[config.mk]
export PLATFORM = sky130hd
export DESIGN_NAME = fetch_unit
export DESIGN_NICKNAME = d
export VERILOG_FILES = /design/src/rtl/fetch_unit.sv
export SDC_FILE = /design/constraint.sdc
export NUM_CORES = 1
export LEC_CHECK = 0
export CORE_ASPECT_RATIO = 2
export CORE_MARGIN = 3
export CORE_UTILIZATION = 44
export CTS_CLUSTER_DIAMETER = 60
export CTS_CLUSTER_SIZE = 10
export DETAILED_ROUTE_END_ITERATION = 8
export PLACE_DENSITY = 0.92
export RECOVER_POWER = 100
export SYNTH_ARGS = -nofsm -noshare
export SYNTH_HDL_FRONTEND = slang
export SYNTH_SLANG_ARGS = --single-unit
[constraint.sdc]
create_clock -name clk -period 6.1 [get_ports clk]
set_input_delay 1.83 -clock clk [delete_from_list [all_inputs] [get_ports clk]]
set_output_delay 1.83 -clock clk [all_outputs]
set_load 0.01 [all_outputs]
[src/rtl/fetch_unit.sv]
// Instruction fetch unit: requests one word per pc, presents it until retired,
// then advances to pc+4 or a decoder-selected target. Halts on bus or alignment errors.
module fetch_unit #(
  parameter logic [31:0] RESET_PC    = 32'h0000_0000,
  parameter int unsigned ACK_TIMEOUT = 15
) (
  input  logic        clk,
  input  logic        rst_n,
  output logic        imem_req,
  output logic [31:0] imem_addr,
  input  logic        imem_ack,
  input  logic [31:0] imem_rdata,
  input  logic        stall,
  input  logic        pcsrc,
  input  logic [31:0] pctarget,
  output logic [31:0] instr,
  output logic [6:0]  op,
  output logic        instr_valid,
  output logic [31:0] pc,
  output logic [31:0] pcplus4,
  output logic        misalign_err,
  output logic        bus_err
);

  localparam int unsigned WaitW = (ACK_TIMEOUT > 1) ? $clog2(ACK_TIMEOUT + 1) : 1;
  localparam logic [WaitW-1:0] WaitLast = WaitW'(ACK_TIMEOUT - 1);
  localparam logic [31:0] Nop = 32'h0000_0013;

  typedef enum logic [1:0] {FETCH, VALID, HALT} state_t;

  state_t           r_state, w_state_d;
  logic [31:0]      r_pc, w_pc_d;
  logic [31:0]      r_instr, w_instr_d;
  logic [WaitW-1:0] r_wait, w_wait_d;
  logic             r_misalign, w_misalign_d;
  logic             r_bus_err, w_bus_err_d;
  // Keeps imem_req low until the first clock edge after reset release.
  logic             r_armed;

  always_ff @(posedge clk or negedge rst_n) begin
    if (!rst_n) begin
      r_state    <= FETCH;
      r_pc       <= RESET_PC;
      r_instr    <= Nop;
      r_wait     <= '0;
      r_misalign <= 1'b0;
      r_bus_err  <= 1'b0;
      r_armed    <= 1'b0;
    end else begin
      r_state    <= w_state_d;
      r_pc       <= w_pc_d;
      r_instr    <= w_instr_d;
      r_wait     <= w_wait_d;
      r_misalign <= w_misalign_d;
      r_bus_err  <= w_bus_err_d;
      r_armed    <= 1'b1;
    end
  end

  always_comb begin
    w_state_d    = r_state;
    w_pc_d       = r_pc;
    w_instr_d    = r_instr;
    w_wait_d     = r_wait;
    w_misalign_d = r_misalign;
    w_bus_err_d  = r_bus_err;
    case (r_state)
      FETCH: begin
        if (r_armed) begin
          if (imem_ack) begin
            w_instr_d = imem_rdata;
            w_wait_d  = '0;
            w_state_d = VALID;
          end else if (r_wait == WaitLast) begin
            w_bus_err_d = 1'b1;
            w_state_d   = HALT;
          end else begin
            w_wait_d = r_wait + WaitW'(1);
          end
        end
      end
      VALID: begin
        if (!stall) begin
          if (pcsrc) begin
            if (pctarget[1:0] != 2'b00) begin
              w_misalign_d = 1'b1;
              w_state_d    = HALT;
            end else begin
              w_pc_d    = pctarget;
              w_state_d = FETCH;
            end
          end else begin
            w_pc_d    = r_pc + 32'd4;
            w_state_d = FETCH;
          end
        end
      end
      HALT:    w_state_d = HALT;
      default: w_state_d = HALT;
    endcase
  end

  assign imem_req     = (r_state == FETCH) && r_armed;
  assign imem_addr    = r_pc;
  assign instr        = r_instr;
  assign op           = r_instr[6:0];
  assign instr_valid  = (r_state == VALID);
  assign pc           = r_pc;
  assign pcplus4      = r_pc + 32'd4;
  assign misalign_err = r_misalign;
  assign bus_err      = r_bus_err;

endmodule

==> results.rst, run 1 <==
.. list-table::
   :header-rows: 1

   * - Metric
     - Value
   * - Outcome
     - complete, but fails checks
   * - Failing checks
     - max-capacitance violations, max-slew violations
   * - H-tree levels
     - 3
   * - Clk Latency, worst-skew pair
     - 0.33 ns
   * - Drt first-iter violations
     - 239
   * - Row count
     - 49
   * - Worst Hold Margin
     - 0.469 ns
   * - WS Path Type
     - reg2out
   * - Minimum setup slack in the final design
     - 0.855 ns
   * - EDFF count, synth
     - 0
   * - Highest ir drop seen on vdd
     - 0.273 mV
   * - Initial Util
     - 0.454
   * - Worst-case headroom to the max-slew limit
     - -0.112
   * - Crit path required time
     - 4.27 ns
   * - Synthesized-area fraction occupied by and/or/nand/nor cells
     - 0.153
   * - Global-route total usage across every layer
     - 0.249
   * - Count of hold buffers inserted by post-cts repair
     - 0
   * - Combinational family with the most area after synthesis
     - simple AND/OR/NAND/NOR gates
   * - Clock Root Buffer
     - sky130_fd_sc_hd__clkbuf_16
   * - Design Area, Final
     - 6150 um2
   * - Post-synth ARST share
     - 1.00
   * - Height of the die
     - 142 um
   * - Number of gates given a new drive strength after cts
     - 0
   * - Total vias in the final route
     - 3,701
   * - Kind of start point of the critical path
     - flip-flop
   * - Final hold viol count
     - 0
   * - Multiplexer share of the synthesized area
     - 0.0906
   * - Floorplan die width
     - 74.2 um
   * - Overall power of the completed layout
     - 0.00301 W
   * - Via count of the first global-routing pass
     - 3,655
   * - Number of max-slew violations in the final report
     - 33
   * - Die Area
     - 10,600 um2
   * - Cell family with most CP delay
     - simple AND/OR/NAND/NOR gates
   * - Synth warnings
     - 0
   * - Synthesis-stage register bit count
     - 73
   * - Most frequently used flop master after synthesis
     - sky130_fd_sc_hd__dfrtp_1
   * - Layout cells sized above 1
     - 0.111
   * - Synthesized netlist net count
     - 456
   * - Final period util
     - 0.860
   * - Post-layout min period
     - 5.25 ns
   * - Crit-path cells
     - nand4_1 > nor4_1 > and4_1 > xor2_1 > dlygate4sd3_1
   * - Highest attainable clock frequency
     - 191 MHz
   * - Routed vias/inst
     - 5.68
   * - Slowest cell on the critical path
     - sky130_fd_sc_hd__nor4_1
   * - Critical path endpoint category
     - primary output
   * - Maximum clock insertion buffer count
     - 2
   * - Summed instance area of the synthesized netlist
     - 4090 um2
   * - Clock slew at the register clock pins of the worst setup and hold paths
     - 0.06 ns
   * - Synth Instances
     - 384
   * - Netlist cell types
     - 59
   * - Critical-path maximum fanout
     - 10
   * - Most used cells in the layout excluding fill and tap cells
     - sky130_fd_sc_hd__dlygate4sd3_1 (136), sky130_fd_sc_hd__dfrtp_1 (70), sky130_fd_sc_hd__clkdlybuf4s50_1 (70)
   * - Accumulated negative setup slack
     - 0 ns
   * - Bufs and invs on worst path
     - 1
   * - DRC violations left
     - 0
   * - Drt wl/cell
     - 20.3 um
   * - Global-route wire length before repair
     - 19,800 um
   * - Remaining Overflow, GRT
     - 0
   * - Routability congestion estimate
     - 0.893
   * - Number of violations of the max-capacitance limit
     - 1
   * - Placed wire-length estimate
     - 9990 um
   * - Fraction of the mapped netlist area in compound gates
     - 0.129
   * - RSZ-0062 raised after global routing
     - false
   * - Number of sinks handled by clock tree synthesis
     - 73
   * - Antenna Violating Nets Remaining
     - 0
   * - TritonCTS clock tree
     - yes
   * - Pre-CTS worst setup slack
     - 1.84 ns
   * - Final-report setup violation count
     - 0
   * - Worst endpoint data arrival time
     - 3.42 ns
   * - Pin count of the biggest net entering global routing
     - 74
   * - Ports placed on the boundary
     - 208
   * - Count of filler cells inserted in the layout
     - 672
   * - Sequential element share of the synthesized area
     - 0.448
   * - Post-synthesis average cell area
     - 10.6 um2
   * - Antenna violations before repair
     - 0
   * - Leading cell type in the layout, fill and taps excluded
     - sky130_fd_sc_hd__dlygate4sd3_1
   * - Class of the worst hold path
     - reg2reg
   * - Core Region
     - 9010 um2
   * - Leakage
     - 2.78 nW
   * - Worst clock skew
     - 0.00973 ns
   * - N_diodes
     - 0
   * - Measured slew at the worst slew-check pin
     - 1.67 ns
   * - Xor/xnor cell area share of the yosys netlist
     - 0.0618
   * - Adder and majority gate portion of the synthesized area
     - 0.00918
   * - Max stage delay on crit path
     - 1.07 ns
   * - Standard cell area after detailed placement
     - 5900 um2
   * - Area Growth Syn to Fin
     - 50.3%
   * - Total wire length after detailed routing
     - 13,300 um
   * - CTS Buf Count
     - 9
   * - First-pass iteration count of the detailed router
     - 4
   * - Setup repair bufs after CTS
     - 0
   * - Pwr Density
     - 490 nW/um2
   * - Total of buffers placed on input and output ports
     - 207
   * - Number of nets in the layout
     - 617
[worst reg2reg max path, stage by stage, from the launching register on]
cell and delay [ns]:
sky130_fd_sc_hd__dfrtp_1 0.41, sky130_fd_sc_hd__or3b_4 0.43, sky130_fd_sc_hd__nor2b_1 0.11, sky130_fd_sc_hd__clkbuf_1 0.56
sky130_fd_sc_hd__and2_0 0.43, sky130_fd_sc_hd__clkbuf_1 0.66, sky130_fd_sc_hd__nand2_1 0.16, sky130_fd_sc_hd__o311ai_0 0.14
[report_power, final]
part	total (W)	internal, W	switching (W)	leakage, nW
Combinational	0.00149	0.000863	0.000622	1.74
Sequential	0.00101	0.000717	0.000295	0.898
Clock	0.000514	0.000316	0.000198	0.139
[stage by stage]
| step | std cells | utilization |
|---|---|---|
| floorplan | 384 | - |
| global placement | 636 | 0.655 |
| detailed placement | 636 | 0.655 |
| CTS | 652 | 0.687 |
| global route | 652 | 0.682 |
| finish | 652 | 0.682 |
[final cells by class]
| class | count | area [um2] | share of cell area |
|---|---|---|---|
| timing repair buffer | 211 | 2090 | 0.340 |
| sequential | 73 | 1830 | 0.298 |
| multi-input combinational | 243 | 1780 | 0.290 |
| clock buffer | 11 | 233 | 0.0379 |
| tap | 102 | 128 | 0.0208 |
| clock inverter | 5 | 56.3 | 0.00916 |
| inverter | 7 | 26.3 | 0.00428 |
[per-layer routing]
layer	vias to the layer above	wire length [um]	track usage
li1	1671	-	-
met1	1786	4610	0.269
met2	202	7260	0.448
met3	42	888	0.0474
met4	0	512	0.122
met5	-	0	0
[logic make-up (layout without fill, tap and decap cells)]
family | after synthesis | in the layout
xor+xnor | 28 | 28
flops | 73 | 73
other cells | 1 | 1
compound gates | 73 | 73
fa+ha+maj | 3 | 3
mux | 33 | 33
buf+inv | 68 | 234
simple gates | 105 | 105
[path summary, 6_finish.rpt]
path	cells after the start	start	slack (ns)	end
hold / removal	1	misalign_err	0.47	misalign_err
max in group asynchronous	1	rst_n	3.85	r_state[1]
hold reg to reg	1	misalign_err	0.47	misalign_err
setup reg to reg	7	r_state[1]	3.08	imem_addr[17]
min in group asynchronous	1	rst_n	1.63	instr[22]
setup / recovery	5	imem_addr[9]	0.85	pcplus4[26]
[cells in the mapped netlist, types with 6 or more instances]
library cell / number / area [um2]
sky130_fd_sc_hd__nand3_1: 14 / 70.1
sky130_fd_sc_hd__a21oi_1: 9 / 45.0
sky130_fd_sc_hd__o21ai_0: 16 / 80.1
sky130_fd_sc_hd__and3_1: 10 / 62.6
sky130_fd_sc_hd__a221o_1: 12 / 120
sky130_fd_sc_hd__mux2_2: 32 / 360
sky130_fd_sc_hd__xnor2_1: 15 / 131
sky130_fd_sc_hd__dfrtp_1: 70 / 1750
sky130_fd_sc_hd__buf_4: 42 / 315
sky130_fd_sc_hd__nand4_1: 8 / 50.1
sky130_fd_sc_hd__inv_1: 6 / 22.5
sky130_fd_sc_hd__clkbuf_1: 13 / 48.8
sky130_fd_sc_hd__nor2_1: 16 / 60.1
sky130_fd_sc_hd__xor2_1: 12 / 105
sky130_fd_sc_hd__nand2_1: 19 / 71.3
sky130_fd_sc_hd__a21o_1: 9 / 67.6
[sequential cells by signal, summed over array words and instances (netlist names)]
signal        count
imem_addr        32
instr            32
r_wait            4
r_state           2
bus_err           1
misalign_err      1
r_armed           1
No activity file was read; power rests on OpenSTA's default activity.
==> inputs of run 2 (changes only) <==
- CORE_ASPECT_RATIO: 2 -> 0.7
==> run 2 against run 1 <==
Against the previous run: the flow still finishes with violations (max-capacitance violations, max-slew violations); non-clock buffer count down 1; final cell count up 2.6%; combinational power about the same; register-to-register slack better by 0.23 ns; wire length down 2.8%; worst setup slack better by 0.26 ns; power about the same; sequential share of layout area down 0.17 points; clock skew down 0.0043 ns; count of clock-buffer cells in the layout down 1; critical path type unchanged; largest cell class unchanged.
==> results.rst, run 2 (synthesis results as in run 1) <==
.. list-table::
   :header-rows: 1

   * - Metric
     - Value
   * - Maximum clock insertion buffer count
     - 2 (unchanged)
   * - Layout cells sized above 1
     - 0.113 (+0.00202)
   * - CTS Buf Count
     - 9 (unchanged)
   * - Crit path required time
     - 4.27 ns (about the same)
   * - Initial Util
     - 0.467 (+0.0132)
   * - Pwr Density
     - 487 nW/um2 (-0.65%)
   * - Number of gates given a new drive strength after cts
     - 0 (unchanged)
   * - Worst endpoint data arrival time
     - 3.15 ns (-0.27 ns)
   * - Routed vias/inst
     - 5.52 (-2.7%)
   * - Floorplan die width
     - 121 um (+63%)
   * - Sequential fraction of design power
     - 0.333 (-0.003)
   * - Failing checks
     - max-capacitance violations, max-slew violations
   * - Switching component of the power
     - 0.00111 W (-0.39%)
   * - End-of-flow core utilization
     - 0.706 (+0.0238)
   * - Global-route total usage across every layer
     - 0.245 (-0.00368)
   * - Proportion of total power due to net switching
     - 0.369 (-0.00114)
   * - Total number of cells along the worst setup path
     - 5 (unchanged)
   * - Cell count after placement
     - 653 (+2.7%)
   * - Highest ir drop seen on vdd
     - 0.267 mV (-2.2%)
   * - Post-layout min period
     - 4.98 ns (-0.261 ns)
   * - N_diodes
     - 0 (unchanged)
   * - Via count of the first global-routing pass
     - 3,728 (+2.0%)
   * - Clk Latency, worst-skew pair
     - 0.33 ns (about the same)
   * - Highest attainable clock frequency
     - 201 MHz (+5.2%)
   * - Minimum setup slack in the final design
     - 1.12 ns (+0.261 ns)
   * - Area Growth Syn to Fin
     - 51.2%
   * - Final period util
     - 0.817 (-0.0427)
   * - Remaining Overflow, GRT
     - 0 (unchanged)
   * - Placed wire-length estimate
     - 9630 um (-3.6%)
   * - Leakage
     - 2.77 nW (-0.16%)
   * - Antenna Violating Nets Remaining
     - 0 (unchanged)
   * - DRC violations left
     - 0 (unchanged)
   * - Accumulated negative setup slack
     - 0 ns (unchanged)
   * - Total vias in the final route
     - 3,695 (-0.16%)
   * - Total of buffers placed on input and output ports
     - 207 (unchanged)
   * - Most used cells in the layout excluding fill and tap cells
     - sky130_fd_sc_hd__dlygate4sd3_1 (137), sky130_fd_sc_hd__dfrtp_1 (70), sky130_fd_sc_hd__clkdlybuf4s50_1 (69)
   * - Routability congestion estimate
     - 0.831 (-7.0%)
   * - Power share of the clock group
     - 0.176 (+0.005)
   * - RSZ-0062 raised after global routing
     - false
   * - First-pass iteration count of the detailed router
     - 5 (+1)
   * - Relative contribution of combinational cells to total power
     - 0.491 (-0.002)
   * - TritonCTS clock tree
     - yes
   * - Critical-path maximum fanout
     - 8 (-2)
   * - Final-report setup violation count
     - 0 (unchanged)
   * - Ports placed on the boundary
     - 208 (unchanged)
   * - Setup repair bufs after CTS
     - 0 (unchanged)
   * - Leading cell type in the layout, fill and taps excluded
     - sky130_fd_sc_hd__dlygate4sd3_1
   * - Pre-CTS worst setup slack
     - 1.78 ns (-0.0663 ns)
   * - Max stage delay on crit path
     - 0.69 ns (-0.38 ns)
   * - Global-route wire length before repair
     - 20,100 um (+1.1%)
   * - Class of the worst hold path
     - reg2reg
   * - Clock Root Buffer
     - sky130_fd_sc_hd__clkbuf_16
   * - Final hold viol count
     - 0 (unchanged)
   * - Number of violations of the max-capacitance limit
     - 2 (+1)
   * - Core Region
     - 8760 um2 (-2.8%)
   * - Worst clock skew
     - 0.00542 ns (-0.00431 ns)
   * - Outcome
     - complete, but fails checks
   * - Post-layout instance count excluding filler cells
     - 669 (+2.6%)
   * - Kind of start point of the critical path
     - flip-flop
   * - Count of hold buffers inserted by post-cts repair
     - 0 (unchanged)
   * - Number of nets in the layout
     - 616 (-0.16%)
   * - Number of cells on the worst hold path
     - 1 (unchanged)
   * - Number of max-slew violations in the final report
     - 66 (+100%)
   * - Critical path endpoint category
     - primary output
   * - Number of sinks handled by clock tree synthesis
     - 73 (unchanged)
   * - Height of the die
     - 86.7 um (-39%)
   * - Clock slew at the register clock pins of the worst setup and hold paths
     - 0.06 ns (about the same)
   * - Worst-case headroom to the max-slew limit
     - -0.153 (-0.0411)
   * - Crit-path cells
     - nand4_1 > or4_1 > nor3_1 > xor2_2 > clkdlybuf4s50_1
   * - Cell family with most CP delay
     - simple AND/OR/NAND/NOR gates
   * - Pin count of the biggest net entering global routing
     - 74 (unchanged)
   * - Slowest cell on the critical path
     - sky130_fd_sc_hd__or4_1
   * - Bufs and invs on worst path
     - 1 (unchanged)
   * - Die Area
     - 10,500 um2 (-0.49%)
   * - H-tree levels
     - 3 (unchanged)
   * - WS Path Type
     - reg2out
   * - Measured slew at the worst slew-check pin
     - 1.73 ns (+0.0616 ns)
   * - Total wire length after detailed routing
     - 12,900 um (-2.8%)
   * - R2R depth
     - 6 (-1)
   * - Antenna violations before repair
     - 0 (unchanged)
   * - Row count
     - 28 (-43%)
   * - Drt wl/cell
     - 19.3 um (-5.3%)
   * - Worst Hold Margin
     - 0.458 ns (-0.0104 ns)
   * - Power Internal
     - 0.00190 W (about the same)
   * - Drt first-iter violations
     - 327 (+37%)
run 2: cell count changes in the layout (fill, tap and decap cells not counted), sizes merged:
cell | previous run | this run
buf | 2 | 1
clkbuf | 14 | 13
clkdlybuf4s50 | 70 | 69
clkinv | 4 | 3
clkinvlp | 1 | 2
dlygate4sd3 | 136 | 137
inv | 6 | 7
run 2: worst reg2reg max path, delay by kind of cell, from the launching register on:
family | cells | cell delay, ns
mux | 1 | 0.47
buf+inv | 2 | 1.41
simple gates | 3 | 0.37
flops | 1 | 0.41
run 2: power by group through the flow:
stage	clock, W	sequential, W	combinational (W)
after CTS	0.000537	0.00102	0.00166
after detailed placement	0	0.00102	0.00165
after floorplan	0	0.00105	0.000703
after global routing	0.000560	0.00105	0.00157
final	0.000529	0.00100	0.00148
after global placement	0	0.000994	0.00163
run 2: final cells by class:
type / count / area, um2
multi-input cells: 243 / 1800
inverters: 7 / 26.3
clock buffers: 10 / 229
flip-flops and latches: 73 / 1830
well taps: 120 / 150
fillers: 666 / 2580
clock inverters: 6 / 67.6
repair buffers: 210 / 2080
run 2: final timing paths:
check | slack [ns] | endpoint | startpoint
worst max-delay path | 1.12 | pcplus4[31] | imem_addr[5]
worst min register to register | 0.46 | bus_err | bus_err
worst max register to register | 3.31 | instr[3] | r_state[0]
max in group asynchronous | 3.85 | imem_addr[5] | rst_n
min in group asynchronous | 1.64 | instr[16] | rst_n
worst min-delay path | 0.46 | bus_err | bus_err
run 2: routing by layer:
metal / GRT usage / up-vias / routed length, um
met5: 0 / - / 0
met4: 0.0763 / 0 / 247
met3: 0.0633 / 21 / 1080
met2: 0.414 / 201 / 6410
met1: 0.313 / 1794 / 5160
li1: - / 1679 / -
run 2: per-stage QoR:
step	cell area (um2)	total power, W
final	6180	0.00301
after global routing	6180	0.00318
after CTS	6210	0.00322
after detailed placement	5920	0.00268
after global placement	5920	0.00263
after floorplan	4090	0.00175
